### config.mk
export PLATFORM = sky130hd
export DESIGN_NAME = pio_bus_master
export DESIGN_NICKNAME = d
export VERILOG_FILES = /design/src/rtl/pio_pkg.sv /design/src/rtl/pio_cmd_fifo.sv /design/src/rtl/pio_bus_master.sv
export SDC_FILE = /design/constraint.sdc
export NUM_CORES = 1
export LEC_CHECK = 0
export BUFFER_PORTS_ARGS = -buffer_cell sky130_fd_sc_hd__buf_2
export CAP_MARGIN = 30
export CORE_ASPECT_RATIO = 1.75
export CORE_UTILIZATION = 35
export CTS_CLUSTER_DIAMETER = 30
export DETAILED_ROUTE_END_ITERATION = 8
export PLACE_DENSITY_LB_ADDON = 0.2
export SLEW_MARGIN = 10
export SYNTH_ARGS = -nofsm -noshare
export SYNTH_HDL_FRONTEND = slang
export SYNTH_HIERARCHICAL = 1
export SYNTH_SLANG_ARGS = --single-unit
### constraint.sdc
create_clock -name clk -period 4 [get_ports clk]
set_clock_uncertainty 0.15 [all_clocks]
set_input_delay 0.4 -clock clk [delete_from_list [all_inputs] [get_ports clk]]
set_output_delay 0.4 -clock clk [all_outputs]
set_load 0.01 [all_outputs]
### src/rtl/pio_pkg.sv
// rtl/pio_pkg.sv - shared types and PIO register-map constants for the PIO bus master
package pio_pkg;

  typedef enum logic [1:0] {
    ST_IDLE = 2'd0,
    ST_BUS  = 2'd1,
    ST_RESP = 2'd2
  } state_t;

  typedef struct packed {
    logic        wnr;
    logic [11:0] address;
    logic [31:0] data;
  } cmd_t;

  localparam logic [11:0] PIO_CTRL      = 12'h000;
  localparam logic [11:0] PIO_IMEM_BASE = 12'h048;
  localparam logic [11:0] PIO_IMEM_LAST = 12'h0C4;

  localparam logic [11:0] SM0_CLKDIV    = 12'h0C8;
  localparam logic [11:0] SM0_EXECCTRL  = 12'h0CC;
  localparam logic [11:0] SM0_SHIFTCTRL = 12'h0D0;
  localparam logic [11:0] SM0_PINCTRL   = 12'h0DC;
  localparam logic [11:0] SM_STRIDE     = 12'h018;

  localparam logic [31:0] ERR_DATA = 32'h0000_0000;

  // Address of a per-SM register given its SM0 address.
  function automatic logic [11:0] sm_reg(input logic [1:0] sm, input logic [11:0] sm0_addr);
    return sm0_addr + 12'(sm) * SM_STRIDE;
  endfunction

endpackage

### src/rtl/pio_cmd_fifo.sv
// rtl/pio_cmd_fifo.sv - synchronous command FIFO with registered ready (not full)
module pio_cmd_fifo #(
  parameter int DEPTH = 4,
  parameter int WIDTH = 45
) (
  input  logic             clk,
  input  logic             reset,
  input  logic             push,
  input  logic [WIDTH-1:0] push_data,
  output logic             ready,
  input  logic             pop,
  output logic [WIDTH-1:0] head,
  output logic             empty
);
  localparam int AW = $clog2(DEPTH);

  logic [WIDTH-1:0] mem [DEPTH];
  logic [AW-1:0]    wr_ptr;
  logic [AW-1:0]    rd_ptr;
  logic [AW:0]      count;
  logic [AW:0]      count_next;
  logic             do_push;
  logic             do_pop;

  assign do_push = push & ready;
  assign do_pop  = pop & ~empty;
  assign empty   = (count == '0);
  assign head    = mem[rd_ptr];

  always_comb begin
    count_next = count;
    if (do_push && !do_pop)
      count_next = count + 1'b1;
    else if (!do_push && do_pop)
      count_next = count - 1'b1;
  end

  // ready is computed from the next occupancy so it never depends on the current pop
  always_ff @(posedge clk or posedge reset) begin
    if (reset) begin
      wr_ptr <= '0;
      rd_ptr <= '0;
      count  <= '0;
      ready  <= 1'b0;
    end else begin
      if (do_push) wr_ptr <= wr_ptr + 1'b1;
      if (do_pop)  rd_ptr <= rd_ptr + 1'b1;
      count <= count_next;
      ready <= (count_next != (AW+1)'(DEPTH));
    end
  end

  always_ff @(posedge clk) begin
    if (do_push) mem[wr_ptr] <= push_data;
  end

endmodule

### src/rtl/pio_bus_master.sv
// rtl/pio_bus_master.sv - queued PIO bus initiator with ack timeout and alignment checking
module pio_bus_master
  import pio_pkg::*;
#(
  parameter int CMD_DEPTH      = 4,
  parameter int TIMEOUT_CYCLES = 16
) (
  input  logic        clk,
  input  logic        reset,
  input  logic        cmd_valid,
  output logic        cmd_ready,
  input  logic        cmd_writeNotRead,
  input  logic [11:0] cmd_address,
  input  logic [31:0] cmd_data,
  output logic        resp_valid,
  input  logic        resp_ready,
  output logic [31:0] resp_data,
  output logic        resp_error,
  output logic        out_strobe,
  output logic        out_writeNotRead,
  output logic [11:0] out_address,
  output logic [31:0] out_data,
  input  logic [31:0] in_data,
  input  logic        in_ack,
  output logic        out_busy
);
  localparam int TW = $clog2(TIMEOUT_CYCLES + 1);

  state_t        state;
  cmd_t          head;
  cmd_t          txn;
  logic          have_txn;
  logic          empty;
  logic          pop;
  logic [TW-1:0] tcount;
  logic [TW-1:0] tcount_inc;

  pio_cmd_fifo #(
    .DEPTH (CMD_DEPTH),
    .WIDTH ($bits(cmd_t))
  ) u_fifo (
    .clk       (clk),
    .reset     (reset),
    .push      (cmd_valid),
    .push_data ({cmd_writeNotRead, cmd_address, cmd_data}),
    .ready     (cmd_ready),
    .pop       (pop),
    .head      (head),
    .empty     (empty)
  );

  assign pop        = (state == ST_IDLE) & ~have_txn & ~empty;
  assign tcount_inc = tcount + 1'b1;
  assign out_busy   = ~empty | have_txn | (state != ST_IDLE);

  // IDLE spends one cycle loading the transaction register, then one deciding; this keeps strobe low >= 2 cycles
  always_ff @(posedge clk or posedge reset) begin
    if (reset) begin
      state            <= ST_IDLE;
      txn              <= '0;
      have_txn         <= 1'b0;
      tcount           <= '0;
      out_strobe       <= 1'b0;
      out_writeNotRead <= 1'b0;
      out_address      <= '0;
      out_data         <= '0;
      resp_valid       <= 1'b0;
      resp_data        <= '0;
      resp_error       <= 1'b0;
    end else begin
      case (state)
        ST_IDLE: begin
          if (have_txn) begin
            have_txn <= 1'b0;
            if (txn.address[1:0] != 2'b00) begin
              state      <= ST_RESP;
              resp_valid <= 1'b1;
              resp_data  <= ERR_DATA;
              resp_error <= 1'b1;
            end else begin
              state            <= ST_BUS;
              out_strobe       <= 1'b1;
              out_address      <= txn.address;
              out_data         <= txn.data;
              out_writeNotRead <= txn.wnr;
            end
          end else if (pop) begin
            txn      <= head;
            have_txn <= 1'b1;
          end
        end
        ST_BUS: begin
          if (in_ack) begin
            state      <= ST_RESP;
            out_strobe <= 1'b0;
            resp_valid <= 1'b1;
            resp_data  <= out_writeNotRead ? '0 : in_data;
            resp_error <= 1'b0;
          end else if (tcount_inc == TW'(TIMEOUT_CYCLES)) begin
            state      <= ST_RESP;
            out_strobe <= 1'b0;
            tcount     <= tcount_inc;
            resp_valid <= 1'b1;
            resp_data  <= ERR_DATA;
            resp_error <= 1'b1;
          end else begin
            tcount <= tcount_inc;
          end
        end
        ST_RESP: begin
          if (resp_ready) begin
            state      <= ST_IDLE;
            resp_valid <= 1'b0;
            tcount     <= '0;
          end
        end
        default: state <= ST_IDLE;
      endcase
    end
  end

endmodule

# == Word-level counts from Yosys, hierarchy flattened ==
# Memory sizes are Yosys's and may differ from the RTL's. A register that Yosys moved wholly into a read port is not among the register bits.
# Index checks and enable logic that the tools add are counted.
# totals
regBits,96
mem_bits_rw,180
in_bits,82
output_inout_bits,82
elab_cells,91
mem_count,1
# classes
add_sub_neg,5
n_eq_ne,10
muxes,34
bitwise_logic,9
reduce_logical,18
# memory_table
name,words,width,rd,rd_ports_with_merged_regs,write_ports,line,rtl
u_fifo.mem,4,45,1,1,1,pio_cmd_fifo.sv:17,logic [WIDTH-1:0] mem [DEPTH];
# ops
op,n
2-to-1 mux 32 bit,5
case mux 32 bit (2 select lines),1
2-to-1 mux 1 bit,14
AND reduction 3 bit,4
2-to-1 mux 2 bit,5
2-to-1 mux 5 bit,2
case mux 5 bit (2 select lines),1
"inequality test 2 bit, second input constant",4
AND reduction 4 bit,2
nonzero test 2 bit,4
2-to-1 mux 3 bit,2
"inequality test 3 bit, second input constant",2
case mux 2 bit (3 select lines),1
"adder 5 x 1 -> 5 bit, second input constant",1
"equality test 5 bit, second input constant",1
AND reduction 5 bit,1
"adder 2 x 1 -> 2 bit, second input constant",2
AND 1 bit,4
case mux 1 bit (2 select lines),2
"adder 3 x 1 -> 3 bit, second input constant",1
logical NOT 3 bit,1
NOT 1 bit,3
case mux 1 bit (3 select lines),1
nonzero test 3 bit,1
other kinds (8),11

# == Longest topological paths before layout ==
# logic_depth
ltp_word,8
depth_mapped,10
depth_no_buf,9

# == Hierarchy ==
# Netlist, hierarchy kept.
# modules_own_cells
mod,n_inst,cells_each,area_each_um2,seq_area_each_um2
pio_cmd_fifo,1,293,7023.0,5605.4
pio_bus_master,1,405,5360.1,3328.2

# == Worst setup path after synthesis ==
# Ideal clock, no wire load.
# synth_timing
path_kind,reg-to-reg
from,reg u_fifo.count[0]
to,reg u_fifo.ready
setup_ns,0.134
t_arrival_ns,2.043
t_required_ns,3.716
path_slack_ns,1.673
stages_incl_launch_ff,11
synth_period_minus_slack_ns,2.327
cell_sequence,dfrtp_1 inv_1 ha_1 nand2b_1 inv_1 nor4_1 buf_2 nand2_1 or4_1 o311ai_1 o21ai_2
# synth_between
elab_chain_len,8
elab_cells_between_ends,12
cone_classes,add/sub: 2; eq/ne: 1; mux: 2; bitwise: 3; reduce/logical: 4
# synth_lines
item,line,rtl
from (decl),pio_cmd_fifo.sv:20,logic [AW:0] count;
from (signal assigned),pio_cmd_fifo.sv:48,count <= count_next;
logical NOT 3 bit (*),pio_cmd_fifo.sv:27,assign empty = (count == '0);
named net empty,pio_bus_master.sv:33,logic empty;
NOT 1 bit (*),pio_bus_master.sv:52,assign pop = (state == ST_IDLE) & ~have_txn & ~empty;
AND 1 bit (*),pio_bus_master.sv:52,
named net pop,pio_bus_master.sv:34,logic pop;
AND 1 bit (*),pio_cmd_fifo.sv:26,assign do_pop = pop & ~empty;
logical AND 1 bit or logical NOT 1 bit (tied branches),"pio_cmd_fifo.sv:34, pio_cmd_fifo.sv:32",
2-to-1 mux 3 bit or logical AND 1 bit (tied branches),"pio_cmd_fifo.sv:34, pio_cmd_fifo.sv:32",
2-to-1 mux 3 bit (*),pio_cmd_fifo.sv:32,if (do_push && !do_pop)
named net u_fifo.count_next[2],pio_cmd_fifo.sv:21,logic [AW:0] count_next;
inequality test 3 bit (*),pio_cmd_fifo.sv:49,ready <= (count_next != (AW+1)'(DEPTH));
to (signal assigned),pio_cmd_fifo.sv:49,
to (decl),pio_cmd_fifo.sv:10,"output logic ready,"
# Mark *: on every way through the listed nets, which the timed path passes. The rest lies on a longest branch.
# A chain may end at the register's enable or synchronous reset.

# == Worst setup path after layout ==
# layout_timing
from,reg u_fifo.count[0]
to,reg u_fifo.ready
# layout_between
elab_chain_len,8
elab_cells_between_ends,12
cone_classes,add/sub: 2; eq/ne: 1; mux: 2; bitwise: 3; reduce/logical: 4
# layout_lines
item,line
logical NOT 3 bit (*),pio_cmd_fifo.sv:27
named net empty,pio_bus_master.sv:33
NOT 1 bit (*),"pio_cmd_fifo.sv:26, pio_bus_master.sv:52"
AND 1 bit,pio_bus_master.sv:52
AND 1 bit (*),pio_cmd_fifo.sv:26
logical AND 1 bit or logical NOT 1 bit (tied branches),"pio_cmd_fifo.sv:34, pio_cmd_fifo.sv:32"
2-to-1 mux 3 bit or logical AND 1 bit (tied branches),"pio_cmd_fifo.sv:34, pio_cmd_fifo.sv:32"
2-to-1 mux 3 bit (*),pio_cmd_fifo.sv:32
named net u_fifo.count_next[2],pio_cmd_fifo.sv:21
inequality test 3 bit (*),pio_cmd_fifo.sv:49
# Marked as above.

==> impl_metrics.json <==
{
  "status": "completed",
  "path_common_cell": "inv_1",
  "syn-cell-area_um2": 12400,
  "grt_max_degree": 90,
  "cts-root-buf": "clkbuf_16",
  "dp_hpwl_um": 15800,
  "min_period_ps": 2740,
  "whs_path_depth": 3,
  "start_kind": "flop",
  "p_int_mw": 8.69,
  "p_clk_frac": 0.308,
  "p_leak_nw": 6.22,
  "routed_wl_um": 26400,
  "cp_data_arrival_time_ps": 2990,
  "hold_path.class": "in2reg",
  "r2r_start": "u_fifo/count[0]",
  "clkLatencyLatePin_ps": 540,
  "syn_avg_cell_area_um2": 17.7,
  "final_layout_size_suffix_gt1_frac": 0.417,
  "cts_resized": 0,
  "synthCells": 698,
  "whs_ps": 28.0,
  "finish.utilization": 0.456,
  "gp_congestion": 0.727,
  "routedLengthMet1_um": 10300,
  "worst_pin_slew_ps": 838,
  "vias": 6995,
  "grt_use_total": 0.150,
  "dr_wl_met3_um": 1320,
  "slowest_delay_ps": 590,
  "syn_to_final_growth_pct": 27.6,
  "fin_tns_setup_ps": 0,
  "ant_nets": 0,
  "reg2reg_slack_ps": 1260,
  "yosys.area.top_type": "edfxtp_1",
  "wl_per_cell_um": 18.4,
  "cp-end-kind": "flop",
  "ir_drop_uv": 340,
  "instances_no_fill": 1433,
  "final_hold_viol_count": 0,
  "cp_slowest_cell": "nor4_2",
  "die_h_um": 251,
  "clkTransAtPathRegs_ps": 60,
  "overflow": 0,
  "rsz0062_at_grt": "false",
  "antenna_found_initial": 1,
  "power_switching_mw": 3.76,
  "power_density_nw_per_um2": 788,
  "synth_area_leaders": "edfxtp_1 44%, dfrtp_1 28%, mux4_2 8.2%",
  "synth_top_flop_cell": "edfxtp_1",
  "worstHoldStart": "in_data[25]",
  "worstHoldEndpoint": "resp_data[25]",
  "ys_warn_count": 6,
  "cp_max_fo": 19,
  "drt-vias-per-instance": 4.88,
  "final_cell_mix": "180 x edfxtp_1, 163 x buf_2, 139 x dfrtp_1",
  "drc": 0,
  "drt_iter0_drc": 245,
  "swShare": 0.302,
  "grt_pass1_wl_um": 40600,
  "fp.dieW_um": 144,
  "grt_pass1_vias": 7411,
  "final_common_cell": "edfxtp_1",
  "r2r_cells": 9,
  "p_seq_frac": 0.411,
  "total_power_mw": 12.5,
  "syn_nets": 788,
  "htree_levels": 2,
  "ys_types": 48,
  "cts_setup_buffers": 0,
  "maxCapViolCount": 0,
  "r2r-end": "u_fifo/ready",
  "ctsLongestPathBuffers": 3,
  "fmax_ghz": 0.365,
  "synth_top_area_share": 0.436,
  "pin_count": 164,
  "dp.cells": 1300,
  "post-route-period-util": 0.685,
  "synth_edf_count": 180,
  "comb_power_share": 0.281,
  "firstDrtPassIters": 4,
  "wl_met2_um": 14000,
  "synthArstFlopShare": 0.439,
  "cts_buffers": 43,
  "maxSlewViolCount": 0,
  "ys_ff_latch": 321,
  "crit_chain": "inv_1, ha_1, nand2b_1, inv_1, nor4_2, buf_4, o221ai_1, o311ai_1, o21ai_2",
  "required_ps": 4250,
  "relSlewSlack": 0.441,
  "cts_hold_buf": 55,
  "finalSetupViolCount": 0,
  "start_util": 0.357,
  "die_area_um2": 36200,
  "cts_tree": "built",
  "nNetsFinal": 1030,
  "yosysSeqAreaShare": 0.721,
  "cts_sinks": 321,
  "core.rowCount": 90,
  "crit_type": "reg2reg",
  "core-area_um2": 34700,
  "port_buffers": 163,
  "nFillCells": 3153,
  "dr.max_layer_used": "met4"
}
## Yosys cell counts (all sizes together) (2+ instances only)
master	number
a31oi	34
a22o	2
o32ai	2
buf	31
inv	10
and2	4
dfrtp	141
nor2	9
o21ai	13
and3	4
edfxtp	180
xnor2	6
nor2b	2
nand3	6
o21a	2
a21oi	73
nand2	10
a211oi	2
mux4	45
nor4	2
nand2b	2
ha	8
clkbuf	7
mux2	88
## per-stage QoR
stage	area, um2	setup WS [ps]
finish	15800	1260
global route	15800	1010
CTS	15800	1250
detailed placement	13800	1270
global placement	13800	1350
floorplan	12400	1670
## area by class of cell
cell class | instances | area (um2) | share of cell area
multi-input combinational | 328 | 3230 | 0.204
timing repair buffer | 235 | 1550 | 0.0982
inverter | 11 | 45.0 | 0.00285
sequential | 321 | 8940 | 0.566
antenna | 1 | 2.50 | 0.000158
clock buffer | 48 | 1110 | 0.0706
clock inverter | 29 | 344 | 0.0218
tap | 460 | 576 | 0.0364
## worst max-delay path by stage
stage                     cells past startpoint  slack, ps         endpoint       startpoint
after floorplan                              10       1670     u_fifo/ready  u_fifo/count[0]
after global placement                        9       1350     u_fifo/ready  u_fifo/count[0]
after detailed placement                      9       1270     u_fifo/ready  u_fifo/count[0]
after CTS                                     9       1250     u_fifo/ready  u_fifo/count[0]
after global routing                          9       1010  u_fifo/count[2]  u_fifo/count[0]
final                                         9       1260     u_fifo/ready  u_fifo/count[0]
## cells by family (layout without fill, tap and decap cells)
group	count (synthesis)	in the layout	share of synthesized area
simple gates	48	48	0.0232
mux	134	134	0.163
fa+ha+maj	8	8	0.00808
compound gates	132	132	0.0601
buf+inv	49	323	0.0202
flops	321	321	0.721
other cells	0	1	0
xor+xnor	6	6	0.00424
## power groups by stage
| stage | Clock, mW | Combinational [mW] | Sequential [mW] |
|---|---|---|---|
| 2_1_floorplan | 0 | 2.45 | 5.06 |
| 3_3_place_gp | 0 | 3.37 | 5.27 |
| 3_5_place_dp | 0 | 3.54 | 5.21 |
| 4_1_cts | 3.96 | 3.59 | 5.15 |
| 5_1_grt | 4.08 | 3.85 | 5.24 |
| 6_report | 3.84 | 3.50 | 5.12 |
## metal layers
metal / global-route usage / vias up
met2: 0.276 / 196
met1: 0.167 / 3549
met3: 0.0282 / 47
met5: 0 / -
li1: - / 3203
met4: 0.0583 / 0
## worst max-delay path: cells and delay by family, from the launching register on
kind            cells  cell delay (ps)
compound gates      3              420
fa+ha+maj           1              230
simple gates        2              770
flops               1              420
buf+inv             3              630
## sequential cells by signal (all words and copies together) (netlist names)
name / flops
resp_data: 32
u_fifo/mem: 180
txn: 45
out_data: 32
state: 2
have_txn: 1
out_writeNotRead: 1
out_address: 12
resp_valid: 1
resp_error: 1
u_fifo/rd_ptr: 2
u_fifo/count: 3
tcount: 5
out_strobe: 1
u_fifo/ready: 1
u_fifo/wr_ptr: 2
No activity file was read; power rests on OpenSTA's default activity.
